[config.mk]
export PLATFORM = sky130hd
export DESIGN_NAME = jzjpcc_mmio_bank
export DESIGN_NICKNAME = d
export VERILOG_FILES = /design/src/rtl/jzjpcc_mmio_pkg.sv /design/src/rtl/jzjpcc_mmio_sync.sv /design/src/rtl/jzjpcc_mmio_bank.sv
export SDC_FILE = /design/constraint.sdc
export NUM_CORES = 2
export LEC_CHECK = 0
export CORE_ASPECT_RATIO = 2
export CORE_MARGIN = 1
export CORE_UTILIZATION = 40
export CTS_BUF_LIST = sky130_fd_sc_hd__clkbuf_4 sky130_fd_sc_hd__clkbuf_8
export DETAILED_ROUTE_END_ITERATION = 8
export PLACE_DENSITY = 0.63
export SKIP_CTS_REPAIR_TIMING = 1
export SYNTH_ARGS = -nofsm -noshare
export SYNTH_HDL_FRONTEND = slang
export SYNTH_SLANG_ARGS = --single-unit
[constraint.sdc]
create_clock -name clock -period 4.2 [get_ports clock]
set_input_delay 1.05 -clock clock [delete_from_list [all_inputs] [get_ports clock]]
set_output_delay 1.05 -clock clock [all_outputs]
set_load 0.03 [all_outputs]
[src/rtl/jzjpcc_mmio_pkg.sv]
// rtl/jzjpcc_mmio_pkg.sv - shared bank indices, constants and byte-lane helpers for the MMIO bank
package jzjpcc_mmio_pkg;

  localparam int BANKS = 8;

  typedef enum logic [2:0] {
    BANK_OUT   = 3'd0,
    BANK_IN    = 3'd1,
    BANK_DIR   = 3'd2,
    BANK_FLAG  = 3'd3,
    BANK_IRQEN = 3'd4
  } bank_e;

  function automatic logic [31:0] lane_mask(input logic [3:0] byte_en);
    logic [31:0] m;
    for (int i = 0; i < 4; i++) m[i*8 +: 8] = {8{byte_en[i]}};
    return m;
  endfunction

  function automatic logic [31:0] byte_merge(input logic [31:0] old_val,
                                             input logic [31:0] new_val,
                                             input logic [3:0]  byte_en);
    logic [31:0] m;
    m = lane_mask(byte_en);
    return (old_val & ~m) | (new_val & m);
  endfunction

endpackage

[src/rtl/jzjpcc_mmio_sync.sv]
// rtl/jzjpcc_mmio_sync.sv - per-port input synchroniser with one-cycle history and change vector
module jzjpcc_mmio_sync #(
  parameter int SYNC_STAGES = 2
) (
  input  logic        clock,
  input  logic        reset,
  input  logic [31:0] async_i,
  output logic [31:0] sync_o,
  output logic [31:0] change_o
);

  logic [SYNC_STAGES-1:0][31:0] chain_q;
  logic [31:0]                  prev_q;

  always_ff @(posedge clock) begin
    if (reset) begin
      chain_q <= '0;
      prev_q  <= '0;
    end else begin
      chain_q[0] <= async_i;
      for (int i = 1; i < SYNC_STAGES; i++) chain_q[i] <= chain_q[i-1];
      prev_q <= chain_q[SYNC_STAGES-1];
    end
  end

  assign sync_o   = chain_q[SYNC_STAGES-1];
  assign change_o = sync_o ^ prev_q;

endmodule

[src/rtl/jzjpcc_mmio_bank.sv]
// rtl/jzjpcc_mmio_bank.sv - parametrised MMIO bank: out/in/dir/flag/irqEnable registers on the data backend
module jzjpcc_mmio_bank
  import jzjpcc_mmio_pkg::*;
#(
  parameter int          NUM_PORTS   = 8,
  parameter logic [31:0] BASE_ADDR   = 32'hFFFFFF00,
  parameter int          SYNC_STAGES = 2
) (
  input  logic                       clock,
  input  logic                       reset,
  input  logic [29:0]                busAddr,
  input  logic [31:0]                busWriteData,
  input  logic [3:0]                 busByteEnable,
  input  logic                       busWrite,
  input  logic                       busRead,
  output logic                       busHit,
  output logic [31:0]                busReadData,
  output logic                       busReadValid,
  input  logic [NUM_PORTS-1:0][31:0] mmioInputs,
  output logic [NUM_PORTS-1:0][31:0] mmioOutputs,
  output logic [NUM_PORTS-1:0][31:0] mmioDirection,
  output logic                       irq
);

  localparam int                PORT_W       = (NUM_PORTS > 1) ? $clog2(NUM_PORTS) : 1;
  localparam logic [29:0]       BASE_WORD    = BASE_ADDR[31:2];
  localparam logic [29:0]       REGION_WORDS = 30'(BANKS * NUM_PORTS);
  localparam int                WARM_W       = $clog2(SYNC_STAGES + 2);
  localparam logic [WARM_W-1:0] WARM_DONE    = WARM_W'(SYNC_STAGES + 1);

  logic [29:0]       offset;
  logic [2:0]        bank_idx;
  logic [PORT_W-1:0] port_idx;

  logic [NUM_PORTS-1:0][31:0] out_q, out_d, dir_q, dir_d;
  logic [NUM_PORTS-1:0][31:0] flag_q, flag_d, ien_q, ien_d;
  logic [NUM_PORTS-1:0][31:0] sync_in, change;
  logic [31:0]                rdata_q, rd_val;
  logic                       rvalid_q, irq_q, irq_d;
  logic [WARM_W-1:0]          warm_q, warm_d;

  assign offset   = busAddr - BASE_WORD;
  assign busHit   = offset < REGION_WORDS;
  assign bank_idx = 3'(offset / 30'(NUM_PORTS));
  assign port_idx = PORT_W'(offset % 30'(NUM_PORTS));

  for (genvar p = 0; p < NUM_PORTS; p++) begin : g_port
    jzjpcc_mmio_sync #(.SYNC_STAGES(SYNC_STAGES)) u_sync (
      .clock    (clock),
      .reset    (reset),
      .async_i  (mmioInputs[p]),
      .sync_o   (sync_in[p]),
      .change_o (change[p])
    );
  end

  always_comb begin
    rd_val = '0;
    case (bank_e'(bank_idx))
      BANK_OUT:   rd_val = out_q[port_idx];
      BANK_IN:    rd_val = sync_in[port_idx];
      BANK_DIR:   rd_val = dir_q[port_idx];
      BANK_FLAG:  rd_val = flag_q[port_idx];
      BANK_IRQEN: rd_val = ien_q[port_idx];
      default:    rd_val = '0;
    endcase
  end

  always_comb begin
    out_d  = out_q;
    dir_d  = dir_q;
    ien_d  = ien_q;
    flag_d = flag_q;
    if (busWrite && busHit) begin
      case (bank_e'(bank_idx))
        BANK_OUT:   out_d[port_idx] = byte_merge(out_q[port_idx], busWriteData, busByteEnable);
        BANK_DIR:   dir_d[port_idx] = byte_merge(dir_q[port_idx], busWriteData, busByteEnable);
        BANK_IRQEN: ien_d[port_idx] = byte_merge(ien_q[port_idx], busWriteData, busByteEnable);
        BANK_FLAG:  flag_d[port_idx] = flag_q[port_idx] & ~(busWriteData & lane_mask(busByteEnable));
        default:    ;
      endcase
    end
    // Set is applied after the W1C so a same-cycle edge keeps its flag.
    if (warm_q == WARM_DONE) flag_d = flag_d | change;
    warm_d = (warm_q == WARM_DONE) ? warm_q : warm_q + 1'b1;
    irq_d  = |(flag_q & ien_q);
  end

  always_ff @(posedge clock) begin
    if (reset) begin
      out_q    <= '0;
      dir_q    <= '0;
      flag_q   <= '0;
      ien_q    <= '0;
      rdata_q  <= '0;
      rvalid_q <= 1'b0;
      irq_q    <= 1'b0;
      warm_q   <= '0;
    end else begin
      out_q    <= out_d;
      dir_q    <= dir_d;
      flag_q   <= flag_d;
      ien_q    <= ien_d;
      rvalid_q <= busRead && busHit;
      if (busRead && busHit) rdata_q <= rd_val;
      irq_q    <= irq_d;
      warm_q   <= warm_d;
    end
  end

  assign mmioOutputs   = out_q;
  assign mmioDirection = dir_q;
  assign busReadData   = rdata_q;
  assign busReadValid  = rvalid_q;
  assign irq           = irq_q;

endmodule
* Word level (Yosys, flattened, before mapping)
Cells that the tools add are included.
** Cells by class
- Add/subtract/negate cells :: 2
- $lt $le $gt $ge :: 3
- Equal/unequal tests :: 5
- Multiplexer cells :: 20
- Bitwise operators :: 20
- Reductions and logical operators :: 8
** Operator list (number)
- bitwise mux 256 bit :: 4
- 2-to-1 mux 256 bit :: 3
- binary-select mux 32 bit (select 3 bit) :: 5
- AND 256 bit :: 1
- OR 256 bit :: 1
- OR reduction 256 bit :: 1
- bitwise XOR 32 bit :: 8
- 2-to-1 mux 32 bit :: 6
- AND 32 bit :: 5
- case mux 32 bit (5 select lines) :: 1
- demux 32 bit (select 3 bit) :: 1
- OR 32 bit :: 3
- NOT 32 bit :: 2
- < comparator 30 x 7 -> 1 bit (second input constant) :: 1
- subtractor 30 bit (second input constant) :: 1
- equality test 3 x 2 -> 1 bit (second input constant) :: 2
- AND reduction 2 bit :: 3
- < comparator 3 x 4 -> 1 bit (second input constant) :: 1
- equality test 3 x 1 -> 1 bit (second input constant) :: 1
- equality test 3 bit (second input constant) :: 1
- >= comparator 3 x 1 -> 1 bit (second input constant) :: 1
- logical AND 1 bit :: 3
- logical NOT 3 bit :: 1
- adder 2 x 1 -> 2 bit (second input constant) :: 1
- equality test 2 bit (second input constant) :: 1
** Word-level totals
- Flip-flop bits (word level) :: 1828
- Bits of input ports :: 326
- Output and inout port bits :: 547
- Word-level logic and storage cells :: 118

* Longest topological paths before layout
- Depth in word-level cells :: 10
- Gate-level depth with buffers :: 11
- Gate-level depth less buffers :: 7

* Hierarchy
From an unflattened synthesis, not the netlist that was laid out.
** Unflattened totals
- Cells, all modules :: 7603
- Area total of the unflattened synthesis :: 74506.5 sq um
** By module, submodules not included
- jzjpcc_mmio_bank :: times used 1, cells an instance 5475, area each 49542.5 sq um, sequential area each 21220.4 sq um
- jzjpcc_mmio_sync :: times used 8, cells an instance 266, area each 3120.5 sq um, sequential area each 1921.8 sq um

* Worst setup path after synthesis
Ideal clock, no wire load.
- Path kind :: input to register
- From :: input busAddr[0]
- To :: register rdata_q[21], in the netlist busReadData[21]
- Library setup time :: 0.116 ns
- Arrival :: 3.099 ns
- Required time :: 4.084 ns
- Path slack :: 0.985 ns
- Stages on the path :: 9
- Path buffers :: 5
- Cells stage by stage :: buf_2 buf_2 buf_2 buf_2 buf_2 mux2_2 a221oi_1 o221ai_1 a31o_2
** On the way
- Cells in the longest elaborated chain, start to end :: 4
- Elaborated cells between the ends (all ways) :: 19
- Classes of those cells :: 1 x add/sub; 1 x order compare; 4 x eq/ne; 11 x mux; 2 x reduce/logical
** RTL lines
- start, declared :: line jzjpcc_mmio_bank.sv:11 : input logic [29:0] busAddr,
- subtractor 30 bit (*) :: line jzjpcc_mmio_bank.sv:42 : assign offset = busAddr - BASE_WORD;
- parallel branches: the longest is 3 deep, another holds < comparator 30 x 7 -> 1 bit
- end signal, assigned :: line jzjpcc_mmio_bank.sv:105 : if (busRead && busHit) rdata_q <= rd_val;
- end, declared :: line jzjpcc_mmio_bank.sv:38 : logic [31:0] rdata_q, rd_val;
Every way passes the cells marked *. The select of a mux whose other input is x is not followed.
A chain may end at the register's enable or synchronous reset.

* Final worst setup path
- From :: input busAddr[23]
- To :: output busHit
** On the way
- Cells in the longest elaborated chain, start to end :: 2
** RTL lines
- subtractor 30 bit :: line jzjpcc_mmio_bank.sv:42
- < comparator 30 x 7 -> 1 bit :: line jzjpcc_mmio_bank.sv:43 : assign busHit = offset < REGION_WORDS;
- end, declared :: line jzjpcc_mmio_bank.sv:16 : output logic busHit,
No other way between the ends.

==> impl_metrics.prom <==
# TYPE chip_impl_metric gauge
chip_impl_info{name="clk_root_buffer_cell",value="clkbuf_8"} 1
chip_impl_info{name="setup.worst_path.class",value="in -> out"} 1
chip_impl_metric{name="wl_per_cell",unit="µm"} 39.4
chip_impl_metric{name="area_growth_syn_to_layout",unit="%"} 29.9
chip_impl_metric{name="tightestPinTransition",unit="ns"} 1.50
chip_impl_metric{name="clk_pin_slew",unit="ns"} 0.07
chip_impl_metric{name="synth_top_area_share",unit="%"} 50.7
chip_impl_metric{name="ys_types",unit=""} 78
chip_impl_metric{name="numCtsBuffers",unit=""} 271
chip_impl_info{name="synthMostInstantiatedCell",value="nand2_1"} 1
chip_impl_metric{name="drtAntennaViolNets",unit=""} 0
chip_impl_info{name="yosys_most_used_dff",value="dfxtp_1"} 1
chip_impl_metric{name="fin_crit",unit="ns"} 4.15
chip_impl_info{name="clock_tree_from_tritoncts",value="done"} 1
chip_impl_info{name="post-synth-top-area-cell",value="dfxtp_1"} 1
chip_impl_metric{name="max-slew-margin-rel",unit="%"} -0.116
chip_impl_info{name="global_route.peak_usage_layer",value="met2"} 1
chip_impl_info{name="synth_area_leaders",value="dfxtp_1 (51%), nand2_1 (10%), nor2b_1 (6.7%)"} 1
chip_impl_metric{name="design_area",unit="µm²"} 93800
chip_impl_info{name="failing_checks",value="capacitance limit, slew limit"} 1
chip_impl_metric{name="groute.layer.met3.usage",unit="%"} 17.6
chip_impl_metric{name="grt_use_met2",unit="%"} 77.0
chip_impl_metric{name="first_global_vias",unit=""} 69000
chip_impl_metric{name="post_synth_inst_count",unit=""} 8202
chip_impl_metric{name="placed_cells_incl_taps",unit=""} 11400
chip_impl_metric{name="drv.max_cap_violation_count",unit=""} 1
chip_impl_metric{name="drc_errors",unit=""} 0
chip_impl_metric{name="largest_net_degree_at_the_start_of_global_routing",unit=""} 157
chip_impl_metric{name="crit_required",unit="ns"} 3.15
chip_impl_metric{name="worstHoldPathCells",unit=""} 1
chip_impl_metric{name="timing.reg2reg.worst_path_depth",unit=""} 5
chip_impl_metric{name="post_layout_nonfiller_instances",unit=""} 11900
chip_impl_metric{name="n_fill_cell",unit=""} 16600
chip_impl_info{name="run_status",value="complete, but fails checks"} 1
chip_impl_metric{name="drv_slew",unit=""} 2
chip_impl_info{name="type_of_the_worst_min_delay_path",value="reg -> reg"} 1
chip_impl_metric{name="cts.path.max_buffers",unit=""} 4
chip_impl_metric{name="final_core_util",unit="%"} 52.3
chip_impl_metric{name="total_length_of_routed_wires",unit="µm"} 470000
chip_impl_metric{name="timing.reg2reg.setup_slack",unit="ns"} 0.94
chip_impl_metric{name="dp_hpwl",unit="µm"} 350000
chip_impl_metric{name="boundaryPins",unit=""} 873
chip_impl_metric{name="grt_antenna_before_repair",unit=""} 84
chip_impl_info{name="crit_path_end",value="busHit"} 1
chip_impl_metric{name="final.hold.worst_slack",unit="ns"} 0.427
chip_impl_metric{name="initial_core_util",unit="%"} 40.3
chip_impl_info{name="synth.top_cells.by_count",value="nand2_1 (1966), dfxtp_1 (1828), a21oi_1 (879), nor2b_1 (775), clkbuf_1 (479)"} 1
chip_impl_metric{name="number_of_nets_in_the_synthesized_netlist",unit=""} 8529
chip_impl_metric{name="period_share",unit="%"} 98.8
chip_impl_info{name="crit-reg2reg-capture",value="irq"} 1
chip_impl_metric{name="io_buffers",unit=""} 872
chip_impl_metric{name="die_w",unit="µm"} 303
chip_impl_metric{name="grt_remaining_overflow",unit=""} 0
chip_impl_metric{name="final_net_count",unit=""} 9635
chip_impl_metric{name="overall_global_routing_resource_usage",unit="%"} 50.5
chip_impl_metric{name="yosysWarnings",unit=""} 0
chip_impl_metric{name="power_leakage",unit="nW"} 34.2
chip_impl_metric{name="syn-mean-instance-area",unit="µm²"} 8.81
chip_impl_metric{name="postLayoutSetupSlackWorst",unit="ns"} 0.0514
chip_impl_metric{name="hold_violations",unit=""} 0
chip_impl_metric{name="dieHeight",unit="µm"} 603
chip_impl_metric{name="h-tree-depth",unit=""} 5
chip_impl_metric{name="max_clock_freq",unit="MHz"} 241
chip_impl_metric{name="global_route.usage.met1",unit="%"} 50.9
chip_impl_metric{name="async_flop_share",unit="%"} 0
chip_impl_metric{name="mean_number_of_vias_per_cell",unit=""} 6.27
chip_impl_info{name="critPathCaptureType",value="output port"} 1
chip_impl_metric{name="iteration_0_drc_markers",unit=""} 10500
chip_impl_metric{name="dpl_worst_slack",unit="ns"} -0.965
chip_impl_metric{name="critPathArrivalTime",unit="ns"} 3.10
chip_impl_metric{name="fp_rows",unit=""} 220
chip_impl_metric{name="grt_first_pass_wirelength",unit="µm"} 620000
chip_impl_metric{name="design.die.area",unit="µm²"} 182000
chip_impl_metric{name="crit_path_max_fanout",unit=""} 3
chip_impl_metric{name="synth.cell_area",unit="µm²"} 72200
chip_impl_metric{name="finalWeightedCongestion",unit=""} 1.08
chip_impl_metric{name="placedInstanceArea",unit="µm²"} 88000
chip_impl_metric{name="tritoncts_num_sinks",unit=""} 1828
chip_impl_metric{name="power_density",unit="nW/µm²"} 389
chip_impl_info{name="timing.critical_path.from",value="busAddr[23]"} 1
chip_impl_metric{name="worst_supply_voltage_drop_on_vdd",unit="µV"} 417
chip_impl_info{name="critical_path.reg2reg.startpoint",value="flag_q[199]"} 1
chip_impl_metric{name="routed-via-count",unit=""} 74700
chip_impl_info{name="worst_setup_path_start_kind",value="input pin"} 1
chip_impl_metric{name="clock_latency_on_the_worst_skew_pair",unit="ns"} 0.99
chip_impl_metric{name="yosys_register_bits",unit=""} 1828
chip_impl_metric{name="drive_gt1_share",unit="%"} 13.3
chip_impl_metric{name="worst_clock_skew",unit="ns"} 0.0598
chip_impl_metric{name="count_of_endpoints_failing_setup_in_the_final_report",unit=""} 0
chip_impl_metric{name="synth_sequential_area_ratio",unit="%"} 50.7
chip_impl_metric{name="detailed_routing_iterations_pass_1",unit=""} 7
chip_impl_metric{name="synth_enable_flop_cells",unit=""} 0
chip_impl_metric{name="core-area",unit="µm²"} 179000
chip_impl_info{name="rsz_0062_raised_after_global_routing",value="false"} 1
[registers in the layout, summed over array words and instances, names as in the netlist, 2 cells and up]
register / flops
flag_q: 256
g_port.u_sync.chain_q: 256
g_port.u_sync.prev_q: 256
g_port.u_sync.sync_o: 256
ien_q: 256
mmioDirection: 256
mmioOutputs: 256
busReadData: 32
warm_q: 2
[worst max-delay path, cell delays in order]
cell	delay, ns
clkdlybuf4s50_1	0.48
nand4_1	0.38
nor4_1	0.47
buf_4	0.22
nand2_1	0.09
inv_1	0.12
buf_12	0.15
buf_12	0.12
[cell usage in the layout, fill, tap and decap left out, drive strengths merged, types with 117 or more instances in the layout]
master,Yosys,routed
clkbuf,479,405
a22oi,305,305
nor2,117,117
a31oi,204,204
o21ai,154,154
xor2,257,257
nor2b,775,775
buf,172,617
nand2,1966,1966
dfxtp,1828,1828
a21oi,879,879
clkdlybuf4s50,0,865
nand3,142,142
a22o,156,156
a221oi,145,145
[report_power, final]
group,switching (mW),internal [mW]
Sequential,0.394,17.7
Combinational,1.99,1.07
Clock,7.37,7.97
Total,9.76,26.7
[layout make-up]
class / instances / area, µm² / share of cell area [%]
antenna: 87 / 218 / 0.232
timing repair buffer: 1484 / 15400 / 16.4
clock buffer: 404 / 5130 / 5.47
multi-input combinational: 5711 / 33100 / 35.3
tap: 2331 / 2920 / 3.11
sequential: 1828 / 36600 / 39.0
inverter: 12 / 45.0 / 0.0480
clock inverter: 51 / 402 / 0.428
[logic make-up after synthesis]
| family | synth area share, % |
|---|---|
| AO/OA/AOI/OAI | 18.4 |
| AND/OR/NAND/NOR | 20.3 |
| buffers and inverters | 3.88 |
| multiplexers | 3.67 |
| XOR/XNOR | 3.12 |
| adder cells (fa/ha/maj) | 0.0173 |
| flip-flops | 50.7 |
[stage by stage]
stage	setup TNS, ns	power [mW]
6_report	0	36.5
5_1_grt	0	37.3
4_1_cts	0	36.3
3_5_place_dp	-97.22	21.4
3_3_place_gp	-73.47	21.3
2_1_floorplan	0	19.5
[worst min-delay path by stage]
stage,to,start,slack (ns)
after floorplan,g_port[0].u_sync.sync_o[0],g_port[0].u_sync.chain_q[0],0.41
after global placement,g_port[4].u_sync.sync_o[31],g_port[4].u_sync.chain_q[31],0.42
after detailed placement,g_port[0].u_sync.sync_o[24],g_port[0].u_sync.chain_q[24],0.42
after CTS,g_port[4].u_sync.sync_o[29],g_port[4].u_sync.chain_q[29],0.43
after global routing,g_port[0].u_sync.sync_o[9],g_port[0].u_sync.chain_q[9],0.44
final,g_port[5].u_sync.sync_o[25],g_port[5].u_sync.chain_q[25],0.43
[metal layers]
layer  wire length [µm]  up-vias  part of all wire (%)
li1                   -    30600                     -
met1             149000    35700                    32
met3              49400     2222                    11
met4              64200       26                    14
met5                162        -                 0.034
met2             207000     6143                    44
(Power assumes the default switching activity.)
